==> src/rtl/alu_seq_if.sv <==
// alu_seq_if: request/result bundle for the sequential ALU.
//   master (requester): drives start, op, a, b, c_in; observes ready, y, flags, done, illegal
//   slave  (alu_seq)  : the mirror image
// flags is packed {C, V, N, Z}.
interface alu_seq_if #(
  parameter int WIDTH = 8
);
  logic             start;
  logic             ready;
  logic [3:0]       op;
  logic [WIDTH-1:0] a;
  logic [WIDTH-1:0] b;
  logic             c_in;
  logic [WIDTH-1:0] y;
  logic [3:0]       flags;
  logic             done;
  logic             illegal;

  modport master (
    output start, op, a, b, c_in,
    input  ready, y, flags, done, illegal
  );

  modport slave (
    input  start, op, a, b, c_in,
    output ready, y, flags, done, illegal
  );
endinterface

==> src/rtl/alu_seq.sv <==
// alu_seq: registered multi-cycle ALU with start/ready/done handshake.
//   clk  : rising-edge clock
//   rst  : synchronous active-high reset (aborts any running op, no done)
//   bus  : alu_seq_if.slave
//     start/ready : request accepted on an edge where start && ready
//     op, a, b    : opcode and operands; b[SW-1:0] is the shift amount
//     c_in        : carry in for PASS/ADD/SUB
//     y, flags    : registered result and {C, V, N, Z}, held until next completion
//     done        : one-cycle pulse after y/flags update
//     illegal     : reserved, always 0 (every 4-bit opcode is defined)
// Single-cycle ops register their result at the accepting edge. Shifts with
// n>=1 run one bit per edge for n edges; MUL runs WIDTH shift-add steps.
module alu_seq #(
  parameter int WIDTH = 8,
  parameter int SW    = $clog2(WIDTH)
) (
  input  logic      clk,
  input  logic      rst,
  alu_seq_if.slave  bus
);
  localparam logic [3:0] OP_PASS = 4'd0,  OP_ADD  = 4'd1,  OP_SUB  = 4'd2,  OP_DEC  = 4'd3;
  localparam logic [3:0] OP_AND  = 4'd4,  OP_OR   = 4'd5,  OP_XOR  = 4'd6,  OP_NOTA = 4'd7;
  localparam logic [3:0] OP_NOTB = 4'd8,  OP_XNOR = 4'd9,  OP_SHL  = 4'd10, OP_SHR  = 4'd11;
  localparam logic [3:0] OP_ASR  = 4'd12, OP_ROL  = 4'd13, OP_MUL  = 4'd14, OP_CLR  = 4'd15;

  typedef enum logic {IDLE, BUSY} state_t;

  state_t           state_reg;
  logic [3:0]       op_reg;
  logic [WIDTH-1:0] work_reg;    // shift data, or multiplier / low product half
  logic [WIDTH-1:0] mcand_reg;   // multiplicand
  logic [WIDTH-1:0] acc_hi_reg;  // high product half
  logic [SW:0]      count_reg;   // steps remaining, up to WIDTH
  logic [WIDTH-1:0] y_reg;
  logic [3:0]       flags_reg;
  logic             done_reg;
  logic             ready_reg;
  logic             illegal_reg;

  logic [SW-1:0]    n_amt;
  logic             is_shift;
  logic             multi_cycle;
  logic [WIDTH:0]   ext;
  logic [WIDTH-1:0] sc_y;
  logic             sc_c;
  logic             sc_v;

  assign n_amt       = bus.b[SW-1:0];
  assign is_shift    = (bus.op == OP_SHL) || (bus.op == OP_SHR) ||
                       (bus.op == OP_ASR) || (bus.op == OP_ROL);
  assign multi_cycle = (bus.op == OP_MUL) || (is_shift && (n_amt != '0));

  // Single-cycle result from the live inputs. Shift ops only reach this path
  // with n=0, where the result is a unchanged and C=0.
  always_comb begin
    ext  = '0;
    sc_y = '0;
    sc_c = 1'b0;
    sc_v = 1'b0;
    case (bus.op)
      OP_PASS: begin
        ext  = {1'b0, bus.a} + (WIDTH+1)'(bus.c_in);
        sc_y = ext[WIDTH-1:0];
        sc_c = ext[WIDTH];
      end
      OP_ADD: begin
        ext  = {1'b0, bus.a} + {1'b0, bus.b} + (WIDTH+1)'(bus.c_in);
        sc_y = ext[WIDTH-1:0];
        sc_c = ext[WIDTH];
        sc_v = (bus.a[WIDTH-1] == bus.b[WIDTH-1]) && (ext[WIDTH-1] != bus.a[WIDTH-1]);
      end
      OP_SUB: begin
        ext  = {1'b0, bus.a} + {1'b0, ~bus.b} + (WIDTH+1)'(bus.c_in);
        sc_y = ext[WIDTH-1:0];
        sc_c = ext[WIDTH];
        sc_v = (bus.a[WIDTH-1] != bus.b[WIDTH-1]) && (ext[WIDTH-1] != bus.a[WIDTH-1]);
      end
      OP_DEC: begin
        sc_y = bus.a - WIDTH'(1);
        sc_c = |bus.a;  // carry means "no borrow"
      end
      OP_AND:  sc_y = bus.a & bus.b;
      OP_OR:   sc_y = bus.a | bus.b;
      OP_XOR:  sc_y = bus.a ^ bus.b;
      OP_NOTA: sc_y = ~bus.a;
      OP_NOTB: sc_y = ~bus.b;
      OP_XNOR: sc_y = ~(bus.a ^ bus.b);
      OP_SHL, OP_SHR, OP_ASR, OP_ROL: sc_y = bus.a;
      default: sc_y = '0;  // CLR (MUL never takes this path)
    endcase
  end

  // One step of the running multi-cycle op.
  logic [WIDTH-1:0] step_y;
  logic             step_c;
  logic [WIDTH-1:0] acc_hi_next;
  logic [WIDTH:0]   mul_sum;

  always_comb begin
    step_y      = work_reg;
    step_c      = 1'b0;
    acc_hi_next = acc_hi_reg;
    mul_sum     = {1'b0, acc_hi_reg} + (work_reg[0] ? {1'b0, mcand_reg} : '0);
    case (op_reg)
      OP_SHL: begin
        step_y = {work_reg[WIDTH-2:0], 1'b0};
        step_c = work_reg[WIDTH-1];
      end
      OP_SHR: begin
        step_y = {1'b0, work_reg[WIDTH-1:1]};
        step_c = work_reg[0];
      end
      OP_ASR: begin
        step_y = {work_reg[WIDTH-1], work_reg[WIDTH-1:1]};
        step_c = work_reg[0];
      end
      OP_ROL: begin
        step_y = {work_reg[WIDTH-2:0], work_reg[WIDTH-1]};
        step_c = work_reg[WIDTH-1];
      end
      OP_MUL: begin
        // Conditional add of the multiplicand into the high half, then shift
        // the whole {carry, hi, lo} right; after WIDTH steps {hi, lo} = a*b.
        acc_hi_next = mul_sum[WIDTH:1];
        step_y      = {mul_sum[0], work_reg[WIDTH-1:1]};
        step_c      = |mul_sum[WIDTH:1];
      end
      default: ;
    endcase
  end

  always_ff @(posedge clk) begin
    if (rst) begin
      state_reg   <= IDLE;
      op_reg      <= OP_PASS;
      work_reg    <= '0;
      mcand_reg   <= '0;
      acc_hi_reg  <= '0;
      count_reg   <= '0;
      y_reg       <= '0;
      flags_reg   <= 4'b0000;
      done_reg    <= 1'b0;
      ready_reg   <= 1'b1;
      illegal_reg <= 1'b0;
    end else begin
      done_reg <= 1'b0;
      case (state_reg)
        IDLE: begin
          if (bus.start && ready_reg) begin
            if (multi_cycle) begin
              op_reg     <= bus.op;
              acc_hi_reg <= '0;
              if (bus.op == OP_MUL) begin
                work_reg  <= bus.b;
                mcand_reg <= bus.a;
                count_reg <= (SW+1)'(WIDTH);
              end else begin
                work_reg  <= bus.a;
                mcand_reg <= '0;
                count_reg <= {1'b0, n_amt};
              end
              state_reg <= BUSY;
              ready_reg <= 1'b0;
            end else begin
              y_reg       <= sc_y;
              flags_reg   <= {sc_c, sc_v, sc_y[WIDTH-1], ~|sc_y};
              done_reg    <= 1'b1;
              illegal_reg <= 1'b0;
            end
          end
        end
        BUSY: begin
          work_reg   <= step_y;
          acc_hi_reg <= acc_hi_next;
          count_reg  <= count_reg - (SW+1)'(1);
          if (count_reg == (SW+1)'(1)) begin
            y_reg       <= step_y;
            flags_reg   <= {step_c, 1'b0, step_y[WIDTH-1], ~|step_y};
            done_reg    <= 1'b1;
            illegal_reg <= 1'b0;
            state_reg   <= IDLE;
            ready_reg   <= 1'b1;
          end
        end
        default: state_reg <= IDLE;
      endcase
    end
  end

  assign bus.ready   = ready_reg;
  assign bus.y       = y_reg;
  assign bus.flags   = flags_reg;
  assign bus.done    = done_reg;
  assign bus.illegal = illegal_reg;
endmodule

==> src/flat_wrapper.sv <==
// flat-port wrapper written by rule: the top's interface ports become plain ports
module alu_seq_flat 
#(
  parameter int WIDTH = 8,
  parameter int SW    = $clog2(WIDTH)
)
  (clk, rst, bus_start, bus_op, bus_a, bus_b, bus_c_in, bus_ready, bus_y, bus_flags, bus_done, bus_illegal);
  alu_seq_if #(.WIDTH(WIDTH)) bus_i ();
  input  logic clk;
  input  logic rst;
  input wire logic [$bits(bus_i.start)-1:0] bus_start;
  input wire logic [$bits(bus_i.op)-1:0] bus_op;
  input wire logic [$bits(bus_i.a)-1:0] bus_a;
  input wire logic [$bits(bus_i.b)-1:0] bus_b;
  input wire logic [$bits(bus_i.c_in)-1:0] bus_c_in;
  output wire logic [$bits(bus_i.ready)-1:0] bus_ready;
  output wire logic [$bits(bus_i.y)-1:0] bus_y;
  output wire logic [$bits(bus_i.flags)-1:0] bus_flags;
  output wire logic [$bits(bus_i.done)-1:0] bus_done;
  output wire logic [$bits(bus_i.illegal)-1:0] bus_illegal;
  assign bus_i.start = bus_start;
  assign bus_i.op = bus_op;
  assign bus_i.a = bus_a;
  assign bus_i.b = bus_b;
  assign bus_i.c_in = bus_c_in;
  assign bus_ready = bus_i.ready;
  assign bus_y = bus_i.y;
  assign bus_flags = bus_i.flags;
  assign bus_done = bus_i.done;
  assign bus_illegal = bus_i.illegal;
  alu_seq #(.WIDTH(WIDTH), .SW(SW)) u_core (.clk(clk), .rst(rst), .bus(bus_i));
endmodule
==> config.mk <==
export PLATFORM = sky130hd
export DESIGN_NAME = alu_seq_flat
export DESIGN_NICKNAME = d
export VERILOG_FILES = /design/src/rtl/alu_seq_if.sv /design/src/rtl/alu_seq.sv /design/src/flat_wrapper.sv
export SDC_FILE = /design/constraint.sdc
export NUM_CORES = 1
export LEC_CHECK = 0
export CAP_MARGIN = 10
export CORE_MARGIN = 2
export CORE_UTILIZATION = 50
export CTS_BUF_LIST = sky130_fd_sc_hd__clkbuf_8
export DETAILED_ROUTE_END_ITERATION = 12
export GPL_TIMING_DRIVEN = 0
export MAX_ROUTING_LAYER = met4
export PLACE_DENSITY = 0.7
export SLEW_MARGIN = 10
export SYNTH_ARGS = -nofsm -noshare
export SYNTH_HDL_FRONTEND = slang
export SYNTH_SLANG_ARGS = --single-unit
export TNS_END_PERCENT = 1
==> constraint.sdc <==
create_clock -name clk -period 5.61 [get_ports clk]
set_input_delay 1.122 -clock clk [delete_from_list [all_inputs] [get_ports clk]]
set_output_delay 1.122 -clock clk [all_outputs]
set_load 0.02 [all_outputs]
---- Word level (Yosys, flattened, before mapping) ----
Cells that the tools add are included.
operators by class
  add/sub/neg operators ................... 8
  equal/unequal tests ..................... 29
  muxes and demuxes ....................... 43
  bitwise logic cells ..................... 7
  reduce and logical (&&, ||, !) cells .... 24
operators with widths
  kind                                               count
  2-to-1 mux 8 bit                                   11
  one-hot mux 8 bit (11 select lines)                1
  == test 4 bit (second input constant)              12
  one-hot mux 8 bit (2 select lines)                 3
  one-hot mux 8 bit (5 select lines)                 1
  OR reduction 8 bit                                 4
  2-to-1 mux 4 bit                                   6
  NOT 8 bit                                          3
  adder 8 x 8 -> 9 bit                               2
  adder 9 x 1 -> 9 bit                               2
  == test 4 x 3 -> 1 bit (second input constant)     4
  one-hot mux 4 bit (2 select lines)                 2
  2-to-1 mux 1 bit                                   12
  AND reduction 3 bit                                4
  one-hot mux 1 bit (2 select lines)                 5
  adder 8 x 1 -> 9 bit                               1
  adder 8 x 9 -> 9 bit                               1
  bitwise AND 8 bit                                  1
  == test 4 x 1 -> 1 bit (second input constant)     2
  == test 4 x 2 -> 1 bit (second input constant)     2
  bitwise OR 8 bit                                   1
  subtractor 8 x 1 -> 8 bit (second input constant)  1
  bitwise XOR 8 bit                                  1
  != test 2 bit (second input constant)              3
  15 further kinds                                   26
storage, ports and cells
  flip-flop bits (word level) ............. 48
  input bits .............................. 24
  output and inout port bits .............. 15

---- Logic depth before layout (Yosys ltp) ----
  depth after elaboration ................. 9
  mapped depth ............................ 11

---- Least setup slack after synthesis ----
OpenSTA, ideal clock, no wires.
  path kind ............................... input-to-reg
  from .................................... input port bus_a[0]
  to ...................................... register u_core.flags_reg[0] (netlist: u_core.bus.flags[0])
  arrival ................................. 3.445 ns
  data required time ...................... 5.550 ns
  slack ................................... 2.105 ns
  stages .................................. 11
  buffers on the path ..................... 0
  cell sequence ........................... inv_1 fa_1 inv_1 fa_1 a211oi_1 nor2_1 a221o_1 a221oi_1 nand2_1 nor4_2 a41o_1
on the way
  cells in the longest elaborated chain, start to end .. 8
ends and longest elaborated chain
  item                                          RTL line            text
  start: declaration                            flat_wrapper.sv:13  input wire logic [$bits(bus_i.a)-1:0] bus_a;
  adder 8 x 8 -> 9 bit (tied with other cells)  alu_seq.sv:73       ext = {1'b0, bus.a} + {1'b0, ~bus.b} + (WIDTH+1)'(bus.c_in);
  adder 9 x 1 -> 9 bit (tied with other cells)  alu_seq.sv:73
  one-hot mux 8 bit (11 select lines) *         alu_seq.sv:60       case (bus.op)
  OR reduction 8 bit *                          alu_seq.sv:166      flags_reg <= {sc_c, sc_v, sc_y[WIDTH-1], ~|sc_y};
  zero test 1 bit *                             alu_seq.sv:166
  2-to-1 mux 4 bit *                            alu_seq.sv:150      if (multi_cycle) begin
  2-to-1 mux 4 bit *                            alu_seq.sv:149      if (bus.start && ready_reg) begin
  one-hot mux 4 bit (2 select lines) *          alu_seq.sv:147      case (state_reg)
  end signal: assignment                        alu_seq.sv:166
  end signal: assignment                        alu_seq.sv:178      flags_reg <= {step_c, 1'b0, step_y[WIDTH-1], ~|step_y};
  end: declaration                              alu_seq.sv:35       logic [3:0] flags_reg;
Mark *: on every way between the ends. The rest lies on a longest branch, timed or not. The select of a mux whose other input is x is not followed.
A chain may end at the register's enable or synchronous reset.

---- Worst setup path in the final report ----
Same ends and word-level chain as after synthesis.

==> metrics.md <==
| Metric | Value |
|---|---|
| Via count of the first global-routing pass | between 4000 and 5000 |
| Number of fill cells in the layout | about 900 |
| Number of setup violations in the final report | 0 |
| Clock transition at the registers of the reported paths | 0.08 ns |
| Register Area | between 900 and 1000 um2 |
| DRT Pass-1 Iters | 7 |
| Most frequent cells after synthesis | 64 x nor2_1, 47 x nand2_1, 46 x dfxtp_1 |
| Initial antenna violation count | 0 |
| R2R Path End | u_core.bus.flags[3] |
| Fin crit share | 82.4% |
| Die area | between 10000 and 15000 um2 |
| Routability Congestion | approximately 1.0 |
| Worst-Margin Slew | 1.27 ns |
| Final hold violation count | 0 |
| Final TNS setup | 0 ns |
| Drt first-iter violations | approximately 390 |
| Clock Path Buffers | 2 |
| Hold depth | 2 |
| Power per Cell Area | ~170 nW/um2 |
| Post-CTS Resized | 0 |
| Die H | 100 um |
| Total track usage | 31.8% |
| Post-synth EDFFs | 0 |
| Post-synth cell types | between 70 and 80 |
| Most common cell in the netlist | nor2_1 |
| IO Count | 39 |
| Slew headroom | between 10% and 20% |
| Congestion Overflow GR | 0 |
| WL per Instance | slightly above 20 um |
| Net count, final | approximately 720 |
| Clock buffer count from CTS | 5 |
| Core area | 9110 um2 |
| Worst Reg-to-Reg Cells | 11 |
| Non-filler cells, final | roughly 760 |
| Register area share after synthesis | slightly below 20% |
| Critical path class | input pin to flip-flop |
| Hold Crit Endpoint | u_core.bus.y[2] |
| RR Startpoint | u_core.work_reg[0] |
| Main synth FF type | dfxtp_1 |
| Setup slack, reg-to-reg | 2.76 ns |
| CTS root buf | clkbuf_8 |
| Number of synthesized register bits | 46 |
| Area grow syn2layout | 12.2% |
| CTS sink cnt | between 40 and 50 |
| Status | completed |
| Largest net degree at the start of global routing | 13 |
| Hold path start | u_core.bus.y[2] |
| Synth area leader | dfxtp_1 |
| Synthesized Nets | approximately 680 |
| First-pass GRT wire length | between 20 and 25 mm |
| Final max-slew violation count | 0 |
| DRC | 0 |
| H-tree levels | 2 |
| Max_cap viols | 0 |
| Async SR Flop Fraction | 0% |
| Critical Path RT | 5.85 ns |
| Final Critical Period | around 4.6 ns |
| Vias | a little under 5000 |
| Arrival @ worst endpoint | approximately 4.9 ns |
| Top cells by area, synth | dfxtp_1 20%, ha_1 11%, nor2_1 5.2% |
| Antenna Diode Count | 0 |
| YS warnings | 0 |
| Antenna-violating nets left | 0 |
| Cell Area, Synth | around 4600 um2 |
| Worst hold-check path type | flip-flop to flip-flop |
| Total wire length | about 16 mm |
| Post-Syn Instances | between 600 and 700 |
| VDD IR max | 0.107 mV |
| Synth top area share | about 20% |
| CP Max Fanout | 8 |
| Layout cells sized above 1 | between 5 and 6% |
| Layout Skew | approximately 0.0056 ns |
| Mapped Avg Cell Area | about 7.6 um2 |
| RSZ-0062 raised after global routing | no |
| CTS tree | yes |
| # rows | 35 |
| Worst-skew pair later-pin latency | about 0.30 ns |
| P_leak | 2.04 nW |
| Multi-input gate area | about 3400 um2 |
| Placed insts | roughly 760 |
| Routed vias/inst | 6.49 |
| Die width | 100 um |
| Port bufs | 35 |
| FMAX | 0.216 GHz |
| Hold_buf cts | 0 |
| Util after Layout | a little under three fifths |
| Post-CTS setup buffer count | 0 |
| Placed wire-length estimate | between 10 and 15 mm |
| CP startpoint kind | input pin |
| Starting Density | 50.8% |
| CP Capture Type | flip-flop |
-- worst max path at each step --
stage | start | endpoint | slack, ns | cells after the start
final | bus_a[0] | u_core.bus.flags[0] | 0.99 | 12
after global routing | bus_a[2] | u_core.bus.flags[0] | 0.89 | 11
after CTS | bus_a[0] | u_core.bus.flags[0] | 1.05 | 12
after detailed placement | bus_a[0] | u_core.bus.flags[0] | 0.75 | 12
after global placement | bus_a[0] | u_core.bus.flags[0] | 0.73 | 12
after floorplan | bus_a[0] | u_core.bus.flags[0] | 2.11 | 11
-- layout make-up --
type	instances	share of cell area, %
clock inverters	2	0.145
plain buffers	44	3.93
repair buffers	35	6.75
inverters	34	2.46
flip-flops and latches	46	17.7
well taps	111	2.67
clock buffers	5	1.32
multi-input cells	487	65.0
-- logic make-up (layout without fill, tap and decap cells) --
group | Yosys count | count (layout) | share of synthesized area, %
AOI/OAI and AO/OA | 191 | 191 | 29.9
other | 1 | 1 | 0.0810
DFF | 46 | 46 | 19.9
and+or+nand+nor | 227 | 227 | 25.4
muxes | 10 | 10 | 2.19
adders and majority gates | 44 | 44 | 12.7
buffers and inverters | 78 | 120 | 7.16
xor gates and xnor gates | 14 | 14 | 2.65
-- worst max-delay path, stage by stage --
cell and delay (ns):
clkdlybuf4s50_1 0.63, inv_1 0.32, fa_1 0.27, inv_1 0.06, fa_1 0.43, a211oi_1 0.46
nor2_1 0.12, a221o_1 0.31, a221oi_1 0.39, nand2_1 0.16, nor4_2 0.38, a41o_1 0.21
-- per-stage QoR --
step,worst slack [ns],hold WS [ns],power (mW),cell area [um2]
2_1_floorplan,2.11,0.468,0.577,4630
3_3_place_gp,0.730,0.443,0.689,5120
3_5_place_dp,0.746,0.448,0.694,5120
4_1_cts,1.05,0.458,0.880,5190
5_1_grt,0.890,0.479,0.933,5190
6_report,0.988,0.455,0.886,5190
-- cells in the final DEF, fill, tap and decap left out, drive strengths merged, types with 20 or more instances in the layout --
cell,instances
clkbuf,35
nand2,47
ha,39
nor2,65
a22oi,20
o21ai,26
dfxtp,46
a21oi,38
clkdlybuf4s50,35
inv,36
-- per-layer routing --
| layer | up-vias | share of wire, % | GRT usage (%) | wire length (um) |
|---|---|---|---|---|
| li1 | 2360 | - | - | - |
| met1 | 2324 | 42 | 40.2 | 6550 |
| met3 | 35 | 6.8 | 3.41 | 1060 |
| met5 | - | 0 | - | 0 |
| met2 | 240 | 48 | 52.6 | 7430 |
| met4 | 0 | 3.5 | 11.4 | 549 |
-- where the power goes --
part | leakage, nW | switching (mW) | internal (mW)
clock network | 0.0466 | 0.108 | 0.0824
registers | 0.374 | 0.0128 | 0.343
logic | 1.62 | 0.210 | 0.130
Note: power is estimated with default switching activity, not from simulation.
